==> src/rtl/data_memory.sv <==
// Circular sample store (delay line): each enabled write stores a word and
// returns the word written DEPTH enabled writes earlier (zero after reset).
module data_memory #(
    parameter int WIDTH = 32,
    parameter int DEPTH = 16
) (
    input  logic             clk,
    input  logic             rst_n,
    input  logic [WIDTH-1:0] write_data,
    input  logic             write_enable,
    output logic [WIDTH-1:0] data
);

    localparam int PTR_W = (DEPTH > 1) ? $clog2(DEPTH) : 1;
    localparam logic [PTR_W-1:0] LAST_PTR = PTR_W'(DEPTH - 1);

    logic [PTR_W-1:0] ptr_q;
    logic [PTR_W-1:0] ptr_d;
    logic [WIDTH-1:0] data_q;
    logic [WIDTH-1:0] data_d;
    logic [WIDTH-1:0] rd_word;
    logic [WIDTH-1:0] mem_q [DEPTH];
    logic [DEPTH-1:0] wsel;

    // One-hot entry select; storage is register-based so reset can clear every entry.
    generate
        for (genvar gi = 0; gi < DEPTH; gi++) begin : g_wsel
            assign wsel[gi] = write_enable && (ptr_q == PTR_W'(gi));
        end
    endgenerate

    always_comb begin
        rd_word = '0;
        for (int i = 0; i < DEPTH; i++) begin
            if (ptr_q == PTR_W'(i)) begin
                rd_word = mem_q[i];
            end
        end
    end

    always_comb begin
        ptr_d  = ptr_q;
        data_d = data_q;
        if (write_enable) begin
            data_d = rd_word;
            ptr_d  = (ptr_q == LAST_PTR) ? '0 : ptr_q + PTR_W'(1);
        end
    end

    always_ff @(posedge clk or negedge rst_n) begin
        if (!rst_n) begin
            ptr_q  <= '0;
            data_q <= '0;
        end else begin
            ptr_q  <= ptr_d;
            data_q <= data_d;
        end
    end

    // The evicted word is sampled from the old contents at the same edge it is overwritten.
    always_ff @(posedge clk or negedge rst_n) begin
        if (!rst_n) begin
            for (int i = 0; i < DEPTH; i++) begin
                mem_q[i] <= '0;
            end
        end else begin
            for (int i = 0; i < DEPTH; i++) begin
                if (wsel[i]) begin
                    mem_q[i] <= write_data;
                end
            end
        end
    end

    assign data = data_q;

endmodule

==> config.mk <==
export PLATFORM = sky130hd
export DESIGN_NAME = data_memory
export DESIGN_NICKNAME = d
export VERILOG_FILES = /design/src/rtl/data_memory.sv
export SDC_FILE = /design/constraint.sdc
export NUM_CORES = 1
export LEC_CHECK = 0
export BUFFER_PORTS_ARGS = -buffer_cell sky130_fd_sc_hd__buf_2
export CAP_MARGIN = 20
export CORE_ASPECT_RATIO = 0.75
export CORE_MARGIN = 10
export CORE_UTILIZATION = 55
export DETAILED_ROUTE_END_ITERATION = 12
export PLACE_DENSITY_LB_ADDON = 0.2
export SETUP_SLACK_MARGIN = 0.05
export SYNTH_ARGS = -nofsm -noshare
export SYNTH_HDL_FRONTEND = slang
export SYNTH_SLANG_ARGS = --single-unit
==> constraint.sdc <==
create_clock -name clk -period 2.85 [get_ports clk]
set_input_delay 0.57 -clock clk [delete_from_list [all_inputs] [get_ports clk]]
set_output_delay 0.57 -clock clk [all_outputs]
set_load 0.005 [all_outputs]
==> reports/metrics.yaml <==
sta:
  fin_tns_setup_ns: 0
  period_needed_ns: 2.64
  max_freq_ghz: 0.379
  final.period_utilization_pct: 92.5
  slew_violations: 0
  finClkSkew_ns: 0.0279
  rsz0062_at_grt: "false"
  max_slew_margin_pct: 36.7
  finalHoldViolations: 0
  setup_viol: 0
  worst_slew_pin_slew_ns: 0.940
  setup_slack_ns: 0.214
synthesis:
  ys_async_sr_fraction_pct: 100
  syn-cell-area_sq_um: 25700
  synth-edff-count: 0
  ys.flop_type: "dfrtp_1"
  yosys_warnings: 0
  synth_area_leaders: "dfrtp_1 (53%), mux2_2 (22%), o21ai_0 (2.4%)"
  synth_top_area_cell: "dfrtp_1"
  synth_seq_cells: 548
  syn_avg_cell_area_sq_um: 12.2
  syn_inst: 2106
  synth_commonest_cells: "dfrtp_1 (548), mux2_2 (508), o21ai_0 (125), a21oi_1 (111), buf_2 (103)"
  synth_cell_types: 68
  syn_nets: 2145
  netlist.area_leader.share_pct: 53.3
  ys_seq_area_share_pct: 53.3
  yosys.cell_count.top_type: "dfrtp_1"
drt:
  viasPerCell: 6.71
  wirelength_mm: 77.4
  dr.pass1.iters: 6
  ant_nets: 0
  vias: 18785
  wl_per_cell_um: 27.6
  drt-initial-drc-count: 2123
  post-route-drc-count: 0
die:
  rows: 68
  die-area_sq_um: 55900
  num_io_pins: 67
  core-area_sq_um: 46100
  die_height_um: 207
  start_util_pct: 55.8
  die_w_um: 270
worst_setup_path:
  worstSetupStartpointType: "flip-flop"
  cp_num_buf_inv: 2
  r2r_cells: 8
  critPathCaptureType: "flip-flop"
  cp_num_cells: 8
  required_ns: 3.34
  crit_type: "flip-flop to flip-flop"
  critPathLaunch: "ptr_q[0]$_DFFE_PN0P_"
  worst-endpoint-arrival_ns: 3.13
  critical_path.top_delay_family: "compound AO/OA/AOI/OAI gates"
  cp_cell_sequence: "inv_1 -> ha_1 -> buf_4 -> nand3b_2 -> o22ai_1 -> nor3_1 -> a211o_1 -> a21o_1"
  reg2reg_slack_ns: 0.21
  r2r_end: "data[26]$_DFFE_PN0P_"
  crit_end: "data[26]$_DFFE_PN0P_"
  r2r_start: "ptr_q[0]$_DFFE_PN0P_"
  cp_max_fo: 10
  crit_slowest_cell: "dfrtp_1"
  cp_slowest_stage_delay_ns: 0.46
layout:
  fin_util_pct: 62.2
  fillers: 3602
  register_area_sq_um: 13700
  nNetsFinal: 2175
  drive_gt1_share_pct: 37.8
  final-instance-count-excl-fill: 2800
  syn2layout_area_growth_pct: 11.5
  multi_input_area_sq_um: 11100
  antenna_cells: 0
placed_design:
  port_buffers: 66
  place_inst: 2710
  dp_slack_ns: 0.257
  gp_congestion: 0.866
  dp_hpwl_mm: 48.4
global_routing:
  grt_busiest_layer: "met2"
  grt_max_degree: 81
  grt_pass1_vias: 19072
  use_met1_pct: 38.8
  grt-ovfl-total: 0
  met2_usage_pct: 40.1
  grt_pass1_wl_mm: 119
  grtUsageMet3_pct: 5.87
  track_usage_pct: 27.0
  antenna_found_initial: 1
clocking:
  clock_latency_ns: 0.62
  path_clk_slew_ns: 0.07
  cts_max_level: 2
  cts_tree: "built"
  numCtsBuffers: 53
  root_buffer: "clkbuf_16"
  clock_sinks: 548
  cts_buffer_depth: 3
hold_path:
  worstHoldPathType: "input pin to flip-flop"
  hp-start: "write_enable"
pwr:
  powerDensity_nw_per_um2: 1130
  irDropWorstVdd_uv: 567
  power_uw: 32500
  cellLeakagePower_uw: 0.0125
job:
  maxCapViolations: 0
outcome:
  status: "completed"
[layer usage]
layer	vias up	wire (um)
met2	911	33700
met5	-	7
met3	171	7300
met1	9771	34000
li1	7930	-
met4	2	2370
[tightest hold or removal path: cells and delay by family]
family,cells,cell delay (ns)
compound gates,1,0.08
simple gates,1,0.09
buf+inv,1,0.21
[registers in the layout (all words and copies together), names as in the netlist]
signal	flops
ptr_q	4
mem_q	512
data	32
[repair_timing]
item                                   in CTS  in global routing
setup endpoints to repair                   0                  8
gates resized for setup                     0                  3
hold buffers                                1                  0
endpoints found under the hold margin      48                  0
buffers inserted                            0                  0
[per-stage QoR]
stage | cell area (sq um) | hold slack (ns)
finish | 28700 | 0.415
CTS | 28700 | 0.387
floorplan | 25700 | 0.274
detailed placement | 27000 | 0.476
global route | 28700 | 0.441
global placement | 27000 | 0.469
[kinds of logic after synthesis]
kind of cell / Yosys count / share of synthesized area (%)
XOR/XNOR: 1 / 0.0340
AO/OA/AOI/OAI: 568 / 15.2
multiplexers: 512 / 22.4
AND/OR/NAND/NOR: 262 / 5.01
adder cells (fa/ha/maj): 4 / 0.195
buffers and inverters: 211 / 3.83
flip-flops: 548 / 53.3
[area by class of cell]
cell class | instances | area share, %
Clock buffer | 85 | 5.64
Multi-Input combinational cell | 1347 | 38.7
Inverter | 7 | 0.0916
Timing Repair Buffer | 179 | 4.90
Clock inverter | 4 | 0.0916
Sequential cell | 548 | 47.8
Tap cell | 630 | 2.75
[cells in the final DEF (no fill, tap or decap), types with 13 or more instances in the layout]
| cell type | n |
|---|---|
| nor2_1 | 77 |
| nand3_1 | 14 |
| mux2_2 | 508 |
| nand2_1 | 66 |
| nor3_1 | 24 |
| o221a_2 | 16 |
| o22a_1 | 18 |
| clkbuf_8 | 13 |
| o221ai_1 | 15 |
| a221oi_1 | 55 |
| a21oi_1 | 111 |
| a221o_1 | 21 |
| clkbuf_1 | 17 |
| a22oi_1 | 18 |
| a22o_1 | 15 |
| clkbuf_16 | 55 |
| dfrtp_1 | 546 |
| o21ai_0 | 125 |
| a211oi_1 | 15 |
| buf_4 | 96 |
| o22ai_1 | 45 |
| buf_12 | 17 |
| buf_2 | 64 |
[worst min-delay path by stage]
stage,endpoint,cells after the start
floorplan,data[0]$_DFFE_PN0P_,0
global placement,mem_q[511]$_DFFE_PN0P_,1
detailed placement,mem_q[480]$_DFFE_PN0P_,1
CTS,ptr_q[1]$_DFFE_PN0P_,3
global route,ptr_q[3]$_DFFE_PN0P_,3
finish,ptr_q[1]$_DFFE_PN0P_,3
[where the power goes]
part | internal [uW] | switching, uW | total, uW
clock | 3850 | 2990 | 6830
sequential | 11500 | 2200 | 13700
combinational | 5700 | 6280 | 12000
(Power assumes the default switching activity.)
